<file path="config.mk">
export PLATFORM = sky130hd
export DESIGN_NAME = cls_stream_receiver
export DESIGN_NICKNAME = d
export VERILOG_FILES = /design/src/rtl/cls_stream_receiver.sv
export SDC_FILE = /design/constraint.sdc
export NUM_CORES = 1
export LEC_CHECK = 0
export BUFFER_PORTS_ARGS = -buffer_cell sky130_fd_sc_hd__buf_2
export CORE_MARGIN = 1
export CORE_UTILIZATION = 35
export CTS_BUF_LIST = sky130_fd_sc_hd__clkbuf_4 sky130_fd_sc_hd__clkbuf_8
export CTS_CLUSTER_SIZE = 28
export DETAILED_ROUTE_END_ITERATION = 8
export GPL_TIMING_DRIVEN = 1
export PLACE_DENSITY = 0.5
export REMOVE_ABC_BUFFERS = 1
export SYNTH_ARGS = -nofsm -noshare
export SYNTH_HDL_FRONTEND = slang
export SYNTH_SLANG_ARGS = --single-unit
</file>
<file path="constraint.sdc">
create_clock -name clk -period 7.8 [get_ports clk]
set_input_delay 1.56 -clock clk [delete_from_list [all_inputs] [get_ports clk]]
set_output_delay 1.56 -clock clk [all_outputs]
set_load 0.02 [all_outputs]
</file>
<file path="src/rtl/cls_stream_receiver.sv">
// -----------------------------------------------------------------------------
// cls_stream_receiver
//
// SPI-slave receiver and decoder for the character-display command stream
// produced by the countdown controller. The expected frame is:
//     ESC '[' 'j' <tens digit> <ones digit> NUL
// Mode-0 SPI (MSB first) is deserialised into bytes. The parser turns the two
// ASCII digits back into a binary value and flags malformed frames. On the
// board this block is a display model, and in system benches it is a loopback
// checker.
//
// Parameters
//   SYNC_STAGES  synchroniser depth for sclk/mosi/ss (must be >= 2)
//   MAX_VALUE    largest decoded value accepted; larger values are errors
//   ERR_W        width of the saturating error counter
//
// Ports
//   clk            in   system clock
//   rst            in   synchronous, active-high reset
//   sclk           in   SPI clock from master (async to clk, idles low)
//   mosi           in   SPI data, sampled on sclk rising edge
//   ss             in   slave select, active low (async)
//   rx_byte        out  last completed byte
//   rx_byte_valid  out  one-cycle strobe: rx_byte updated
//   value          out  last committed decoded value (tens*10 + ones)
//   value_valid    out  one-cycle strobe: value updated
//   clear_pulse    out  one-cycle strobe on an accepted ESC '[' 'j'
//   cmd_err        out  one-cycle strobe on any protocol or frame error
//   err_count      out  saturating count of cmd_err strobes
//   busy           out  high whenever the parser is not idle
// -----------------------------------------------------------------------------
module cls_stream_receiver #(
    parameter int SYNC_STAGES = 2,
    parameter int MAX_VALUE   = 63,
    parameter int ERR_W       = 8
) (
    input  logic             clk,
    input  logic             rst,
    input  logic             sclk,
    input  logic             mosi,
    input  logic             ss,
    output logic [7:0]       rx_byte,
    output logic             rx_byte_valid,
    output logic [5:0]       value,
    output logic             value_valid,
    output logic             clear_pulse,
    output logic             cmd_err,
    output logic [ERR_W-1:0] err_count,
    output logic             busy
);

    localparam logic [7:0] CH_ESC  = 8'h1B;
    localparam logic [7:0] CH_BRKT = 8'h5B;
    localparam logic [7:0] CH_J    = 8'h6A;
    localparam logic [7:0] CH_NUL  = 8'h00;
    localparam logic [6:0] MAX_V   = MAX_VALUE[6:0];

    typedef enum logic [2:0] {
        ST_IDLE,
        ST_ESC,
        ST_BRKT,
        ST_DHI,
        ST_DLO,
        ST_WNUL
    } state_t;

    // -------------------------------------------------------------------------
    // Input synchronisers. Each chain is preset to the idle bus level (ss high,
    // sclk/mosi low), so leaving reset never looks like an edge.
    // -------------------------------------------------------------------------
    logic [SYNC_STAGES-1:0] sclk_sync_q;
    logic [SYNC_STAGES-1:0] mosi_sync_q;
    logic [SYNC_STAGES-1:0] ss_sync_q;
    logic                   sclk_prev_q;
    logic                   ss_prev_q;

    logic sclk_s;
    logic mosi_s;
    logic ss_s;

    assign sclk_s = sclk_sync_q[SYNC_STAGES-1];
    assign mosi_s = mosi_sync_q[SYNC_STAGES-1];
    assign ss_s   = ss_sync_q[SYNC_STAGES-1];

    // NOTE: state is updated with non-blocking assignments, so every flop
    // samples the values from before the edge and the chains shift correctly.
    always_ff @(posedge clk) begin
        if (rst) begin
            sclk_sync_q <= '0;
            mosi_sync_q <= '0;
            ss_sync_q   <= '1;
            sclk_prev_q <= 1'b0;
            ss_prev_q   <= 1'b1;
        end else begin
            sclk_sync_q <= {sclk_sync_q[SYNC_STAGES-2:0], sclk};
            mosi_sync_q <= {mosi_sync_q[SYNC_STAGES-2:0], mosi};
            ss_sync_q   <= {ss_sync_q[SYNC_STAGES-2:0], ss};
            sclk_prev_q <= sclk_s;
            ss_prev_q   <= ss_s;
        end
    end

    // -------------------------------------------------------------------------
    // Edge detection and deserialiser
    // -------------------------------------------------------------------------
    logic       sclk_rise_d;
    logic       ss_rise_d;
    logic [2:0] bit_cnt_q;
    logic [2:0] bit_cnt_d;
    logic [6:0] shift_q;
    logic       byte_done_d;
    logic       abort_d;
    logic [7:0] rx_byte_q;
    logic       rx_byte_valid_q;

    // The edge is qualified by the previous-cycle ss. An 8th edge that lands
    // in the same cycle as the ss release still completes its byte.
    assign sclk_rise_d = sclk_s & ~sclk_prev_q & ~ss_prev_q;
    assign ss_rise_d   = ss_s & ~ss_prev_q;
    assign byte_done_d = sclk_rise_d && (bit_cnt_q == 3'd7);
    assign bit_cnt_d   = sclk_rise_d ? bit_cnt_q + 3'd1 : bit_cnt_q;

    // The abort test uses the count after this cycle's edge. A byte that
    // completes exactly as ss rises therefore leaves nothing to discard.
    assign abort_d = ss_rise_d && (bit_cnt_d != 3'd0);

    always_ff @(posedge clk) begin
        if (rst) begin
            bit_cnt_q       <= 3'd0;
            shift_q         <= 7'd0;
            rx_byte_q       <= 8'd0;
            rx_byte_valid_q <= 1'b0;
        end else begin
            rx_byte_valid_q <= byte_done_d;
            bit_cnt_q       <= abort_d ? 3'd0 : bit_cnt_d;
            if (sclk_rise_d) begin
                shift_q <= {shift_q[5:0], mosi_s};
            end
            if (byte_done_d) begin
                rx_byte_q <= {shift_q, mosi_s};
            end
        end
    end

    // -------------------------------------------------------------------------
    // Frame parser: next-state decode
    // -------------------------------------------------------------------------
    state_t     state_q;
    state_t     state_d;
    logic [3:0] tens_q;
    logic [3:0] tens_d;
    logic [3:0] ones_q;
    logic [3:0] ones_d;
    logic [5:0] value_q;
    logic [5:0] value_d;
    logic       value_valid_q;
    logic       value_valid_d;
    logic       clear_pulse_q;
    logic       clear_pulse_d;
    logic       parse_err_d;
    logic       cmd_err_q;
    logic       cmd_err_d;
    logic [ERR_W-1:0] err_count_q;
    logic       busy_q;
    logic       is_digit;
    logic [6:0] sum_d;

    assign is_digit = (rx_byte_q[7:4] == 4'h3) && (rx_byte_q[3:0] <= 4'd9);
    assign sum_d    = ({3'b000, tens_q} * 7'd10) + {3'b000, ones_q};

    // NOTE: every signal gets a default first, so no path through the case
    // leaves a value unassigned and no latch is inferred.
    always_comb begin
        state_d       = state_q;
        tens_d        = tens_q;
        ones_d        = ones_q;
        value_d       = value_q;
        value_valid_d = 1'b0;
        clear_pulse_d = 1'b0;
        parse_err_d   = 1'b0;

        if (rx_byte_valid_q) begin
            case (state_q)
                ST_IDLE: begin
                    // Bytes outside a frame are ignored silently.
                    if (rx_byte_q == CH_ESC) begin
                        state_d = ST_ESC;
                    end
                end
                ST_ESC: begin
                    if (rx_byte_q == CH_BRKT) begin
                        state_d = ST_BRKT;
                    end else if (rx_byte_q != CH_ESC) begin
                        parse_err_d = 1'b1;
                        state_d     = ST_IDLE;
                    end
                end
                ST_BRKT: begin
                    if (rx_byte_q == CH_J) begin
                        clear_pulse_d = 1'b1;
                        state_d       = ST_DHI;
                    end else begin
                        parse_err_d = 1'b1;
                        state_d     = (rx_byte_q == CH_ESC) ? ST_ESC : ST_IDLE;
                    end
                end
                ST_DHI: begin
                    if (is_digit) begin
                        tens_d  = rx_byte_q[3:0];
                        state_d = ST_DLO;
                    end else begin
                        parse_err_d = 1'b1;
                        state_d     = (rx_byte_q == CH_ESC) ? ST_ESC : ST_IDLE;
                    end
                end
                ST_DLO: begin
                    if (is_digit) begin
                        ones_d  = rx_byte_q[3:0];
                        state_d = ST_WNUL;
                    end else begin
                        parse_err_d = 1'b1;
                        state_d     = (rx_byte_q == CH_ESC) ? ST_ESC : ST_IDLE;
                    end
                end
                ST_WNUL: begin
                    if (rx_byte_q == CH_NUL) begin
                        state_d = ST_IDLE;
                        if (sum_d <= MAX_V) begin
                            value_d       = sum_d[5:0];
                            value_valid_d = 1'b1;
                        end else begin
                            parse_err_d = 1'b1;
                        end
                    end else begin
                        parse_err_d = 1'b1;
                        state_d     = (rx_byte_q == CH_ESC) ? ST_ESC : ST_IDLE;
                    end
                end
                default: begin
                    state_d = ST_IDLE;
                end
            endcase
        end

        // An ss abort resynchronises the parser to the start of a frame.
        if (abort_d) begin
            state_d = ST_IDLE;
        end
    end

    // A parse error and an ss abort in the same cycle merge into one strobe.
    assign cmd_err_d = parse_err_d | abort_d;

    // -------------------------------------------------------------------------
    // Frame parser: state and registered outputs
    // -------------------------------------------------------------------------
    always_ff @(posedge clk) begin
        if (rst) begin
            state_q       <= ST_IDLE;
            tens_q        <= 4'd0;
            ones_q        <= 4'd0;
            value_q       <= 6'd0;
            value_valid_q <= 1'b0;
            clear_pulse_q <= 1'b0;
            cmd_err_q     <= 1'b0;
            err_count_q   <= '0;
            busy_q        <= 1'b0;
        end else begin
            state_q       <= state_d;
            tens_q        <= tens_d;
            ones_q        <= ones_d;
            value_q       <= value_d;
            value_valid_q <= value_valid_d;
            clear_pulse_q <= clear_pulse_d;
            cmd_err_q     <= cmd_err_d;
            busy_q        <= (state_d != ST_IDLE);
            if (cmd_err_d && !(&err_count_q)) begin
                err_count_q <= err_count_q + ERR_W'(1);
            end
        end
    end

    assign rx_byte       = rx_byte_q;
    assign rx_byte_valid = rx_byte_valid_q;
    assign value         = value_q;
    assign value_valid   = value_valid_q;
    assign clear_pulse   = clear_pulse_q;
    assign cmd_err       = cmd_err_q;
    assign err_count     = err_count_q;
    assign busy          = busy_q;

endmodule

</file>
# After elaboration in Yosys (flattened, before gate mapping)
# Index checks and enable logic that the tools add are counted.
# op_classes
addsub	3
mul	1
magnitude_cmp	2
eq_ne	11
muxes	22
n_bitwise	10
reduce_logical	17
# op_table
operator	count
$mux W3	8
$pmux W3 S6	1
$eq A8 B7 Y1 const B	2
$mux W1	11
$eq A3 B3 Y1 const B	3
$add A8 B1 Y8 const B	1
$eq A8 B5 Y1 const B	1
$logic_not A8 Y1	1
$ne A8 B5 Y1 const B	1
$reduce_and A8 Y1	1
$add A7 B4 Y7	1
$le A7 B6 Y1 const B	1
$eq A3 B2 Y1 const B	2
$mul A4 B3 Y6 const B	1
$not A1 Y1	6
$reduce_and A3 Y1	2
$reduce_bool A3 Y1	2
$eq A4 B2 Y1 const B	1
$le A4 B4 Y1 const B	1
$logic_and A1 B1 Y1	4
$pmux W1 S4	1
$reduce_and A4 Y1	1
$reduce_or A2 Y1	2
$reduce_or A4 Y1	1
other kinds (8)	10
# word_totals
register_bits	56
inputBits	5
output_inout_bits	27
elab_cells	84

# Depth between registers and ports, before layout
# depth
depth_word	9
mapped_depth	11
mapped_depth_nobuf	10

# Worst setup path before layout
# Ideal clock, no wire load.
# synth_timing
kind	reg-to-reg
startpoint	register tens_q[1]
endpoint	register err_count_q[3] (netlist: err_count[3])
setup_ns	0.123
arrival_ns	2.867
t_required_ns	7.677
setup_slack_ns	4.810
path_stages_with_launch	12
path_buffers	1
period_less_slack_ns	2.990
path_cell_list	dfxtp_1 -> ha_1 -> ha_1 -> inv_1 -> fa_1 -> nand2b_1 -> nor4_1 -> and3b_1 -> o221a_1 -> buf_6 -> nor4b_2 -> mux2_1
# synth_between
elab_chain_cells	9
# synth_lines
item	line_no	text
from (decl)	150	logic [3:0] tens_q;
from (signal assigned)	270	tens_q <= tens_d;
$mul A4 B3 Y6	169	assign sum_d = ({3'b000, tens_q} * 7'd10) + {3'b000, ones_q};
$add A7 B4 Y7	169	
$le A7 B6 Y1	228	if (sum_d <= MAX_V) begin
$mux W1	228	
$mux W1	226	if (rx_byte_q == CH_NUL) begin
$pmux W1 S4	183	case (state_q)
$mux W1	182	if (rx_byte_valid_q) begin
$or A1 B1 Y1	252	assign cmd_err_d = parse_err_d | abort_d;
$logic_and A1 B1 Y1	277	if (cmd_err_d && !(&err_count_q)) begin
to (signal assigned)	278	err_count_q <= err_count_q + ERR_W'(1);
to (decl)	163	logic [ERR_W-1:0] err_count_q;
# No other way between the ends.
# A chain may end at the register's enable or synchronous reset.

# Final worst setup path
# layout_timing
startpoint	register tens_q[1]
endpoint	register err_count_q[5] (netlist: err_count[5])
# Same word-level chain as after synthesis.

==> results list <==
- First-pass DRT Iterations: 4
* Synthesis Warnings: 0
- The congestion estimate from routability-driven global placement came to between 0.7 and 0.8.
- Residual DRC count: 0
- EDFF count, synth: 0
- The number of clock buffers added by TritonCTS is 5.
* Critical path class: reg2reg
- Via density per instance: roughly 4.9
- The total overflow left after global routing is 0.
- CTS Buffer Depth: 2
- Max-cap violations in this run came to 0.
- Share of cell area taken by muxes after synthesis: about a tenth
- Leading cell type in the layout, fill and taps excluded: dfxtp_1
- The share of the Yosys chip area taken by registers is between 40% and 50%.
- In this design, the stage delay of the slowest critical-path cell is roughly 430 ps.
- Die H: about 87 µm
* Number of inserted filler cells in the final layout: 733
- Cells with a size suffix above 1 make up roughly 16% of the layout.
- Post-CTS repair timing setup buffer count: 0
- HPWL after detailed placement: roughly 3.4 mm
* Worst slew pin tran: 1167 ps
- Most used cells in the layout excluding fill and tap cells: dfxtp_1, nor2_1, buf_2
- After technology mapping, the gate count stands at ~270.
- Summed over its instances, the top area cell type makes up ~44% of the synthesized netlist area.
* Width of the chip: approximately 87 µm
- Clock-pin slew was measured on the worst setup and hold paths at roughly 100 ps.
- Worst ir drop on vdd: between 70 and 80 µV
- Antenna Diode Count: 0
* Critical Path Sink Type: flop
- Static timing analysis puts the maximum clock frequency at between 300 and 400 MHz.
- Adder-Cell Fraction of Synth Area: under 10%
- Simple logic cell fraction of the synthesized area: between 20% and 30%
- Unrepaired setup endpoints after global routing: no
* Leakage power of the design: ~1.2 nW
- Layout Cells excl Fill: 393
* Cell with the most instances on the worst path: ha_1
* Fraction of synthesis flops using an asynchronous set or reset pin: 0%
- Number of distinct library cells after synthesis: 50
* Main flop type after synthesis: dfxtp_1
- Largest net degree at the start of global routing: 54
* Min Hold Slack: roughly 420 ps
- The first global-routing pass estimated 8.286 mm of wire.
* CORE AREA: 0.006907 mm²
* Number of routed nets with antenna violations: 0
* Top area cells in the synthesized netlist: dfxtp_1, mux2i_1, nor2_1
* Library cell used as clock root buffer: clkbuf_8
- Number of slew-limit violations in the final report: 0
- Number of cells in the design after placement: slightly below 400
- TritonCTS clock tree: yes
- After synthesis, the largest family of logic cells by area is simple AND/OR/NAND/NOR gates.
* Source-to-sink clock delay at the later pin of the worst-skew pair: roughly 310 ps
- Area grow syn2layout: 11.97%
- The worst setup path is launched from a flop.
- Port-buffer cells: 31
- Via count of the first global-routing pass: about 1700
* Xor and xnor area share after synthesis: under 10%
* Mean Syn Cell Area: slightly above 9 µm²
- Buffers inserted to repair hold after CTS numbered 0.
- Registers take around 0.0011 mm².
- Cell type of the slowest stage on the worst timing path: fa_1
- Worst min path class: reg2reg
* Largest driver fanout on the critical path: 11
- Net count of the finished layout: 313
- Setup total negative slack on the finished layout was measured at 0 ps.
- The run finished with clean final reports.
* Compound-Gate Fraction of Synth Area: a little under a tenth
* Standard-cell row count: 30
* Per-cell routed wire length: around 12 µm
- Gates resized during post-CTS repair numbered 0.
- Final Critical Period: between 3000 and 4000 ps
- Final number of setup-violating endpoints: 0
* Post-Synthesis Cell Area: approximately 0.0025 mm²
* Total wire length: roughly 4.9 mm
* Area enclosed by the die boundary: around 0.0076 mm²
* Power per unit of standard cell area: 161.6 mW/mm²
* Worst slew margin relative to its limit: 21.88%
- Total global routing track utilization: 14.05%
- Area leader, netlist: dfxtp_1
* Count of state elements after synthesis: 56
- Walking the worst path, the cells encountered are ha_1 > ha_1 > inv_1 > fa_1 > nand2b_1 > nor4_1 > and3b_1 > o221a_1 > nor4_2 > mux2_1.
- Number of top-level pins: 32
- After the first detailed-routing iteration, the DRC count stood at between 100 and 150.
* Area of combinational cells with multiple inputs: roughly 0.0013 mm²
- Share of the clock period used by the worst path after layout: between 40% and 50%
- The final count of hold timing violations was 0.
- Crit path arrival time: ~3400 ps
* Final worst clock skew: 8.273 ps
* Worst Path Required: ~8000 ps
- The initial utilization of the core area, before any placement, comes to between 30% and 40%.
* Clk sink count: 56
- Total via count in the routed design: slightly below 2000
- Total number of H-tree levels: 2
- The number of antenna violations at the first check in global routing came to 0.
==> power by group <==
| group | internal [W] | leakage [nW] | switching (W) |
|---|---|---|---|
| sequential | 0.000287 | 0.452 | 0.000000537 |
| clock | 0.0000711 | 0.0473 | 0.0000910 |
| combinational | 0.00000237 | 0.688 | 0.00000548 |
==> path summary, 6_finish.rpt <==
kind / to / from / slack [ps] / depth (start not counted)
worst min register to register: ss_sync_q[1] / ss_sync_q[0] / 420 / 1
worst max-delay path: err_count[5] / tens_q[1] / 4620 / 10
worst max register to register: err_count[5] / tens_q[1] / 4620 / 10
worst min-delay path: ss_sync_q[1] / ss_sync_q[0] / 420 / 1
==> sequential cells by signal, summed over array words and instances, names as in the netlist <==
register / flops
value: 6
value_valid: 1
ss_sync_q: 2
rx_byte: 8
shift_q: 7
mosi_sync_q: 2
ones_q: 4
clear_pulse: 1
sclk_prev_q: 1
sclk_sync_q: 2
cmd_err: 1
tens_q: 4
err_count: 8
state_q: 3
rx_byte_valid: 1
ss_prev_q: 1
bit_cnt_q: 3
busy: 1
==> through the flow <==
step | setup WS, ps | util [%] | total power, W | cell area (µm²)
final | 4622 | 41.01 | 0.0004579 | 2833
after floorplan | 4820 | - | 0.0002972 | 2466
after CTS | 4588 | 41.01 | 0.0004673 | 2833
after global placement | 4670 | 39.69 | 0.0003027 | 2741
after detailed placement | 4624 | 39.69 | 0.0003028 | 2741
after global routing | 4354 | 41.01 | 0.0004793 | 2833
==> synthesized netlist by cell type (4+ instances only) <==
master     n
nand2b_1   4
nand3_1    5
nand4_1    4
ha_1       9
inv_1      4
a21oi_1   20
nor2_1    38
mux2i_1   23
dfxtp_1   56
xnor2_1    4
o21ai_0    6
nor3_1     5
nor2b_1    9
nand2_1   22
clkbuf_1   8
==> critical path: cells and delay by family (launching register included) <==
kind,cells,cell delay (ps)
buffers and inverters,1,60
AND/OR/NAND/NOR,4,990
adder cells (fa/ha/maj),3,880
flip-flops,1,420
AO/OA/AOI/OAI,1,370
multiplexers,1,350
==> cell families after synthesis <==
family	Yosys count
simple gates	118
flops	56
compound gates	38
mux	26
buf+inv	19
fa+ha+maj	11
xor+xnor	5
==> routing by layer <==
metal  global-route usage, %  share of wire (%)  wire length (µm)
met5                       0                  0                 0
met4                   6.212                1.7                84
met3                   3.223                3.6               174
met2                   21.05                 42              2045
met1                   19.23                 52              2545
==> area by class of cell <==
cell class                 instances  share of cell area, %
clock buffer                       6                  2.915
sequential                        56                  39.58
multi-input combinational        198                  46.82
clock inverter                     1                 0.3092
inverter                           5                 0.6625
timing repair buffer              31                  5.477
tap                               96                  4.240
No activity file was read; power rests on OpenSTA's default activity.
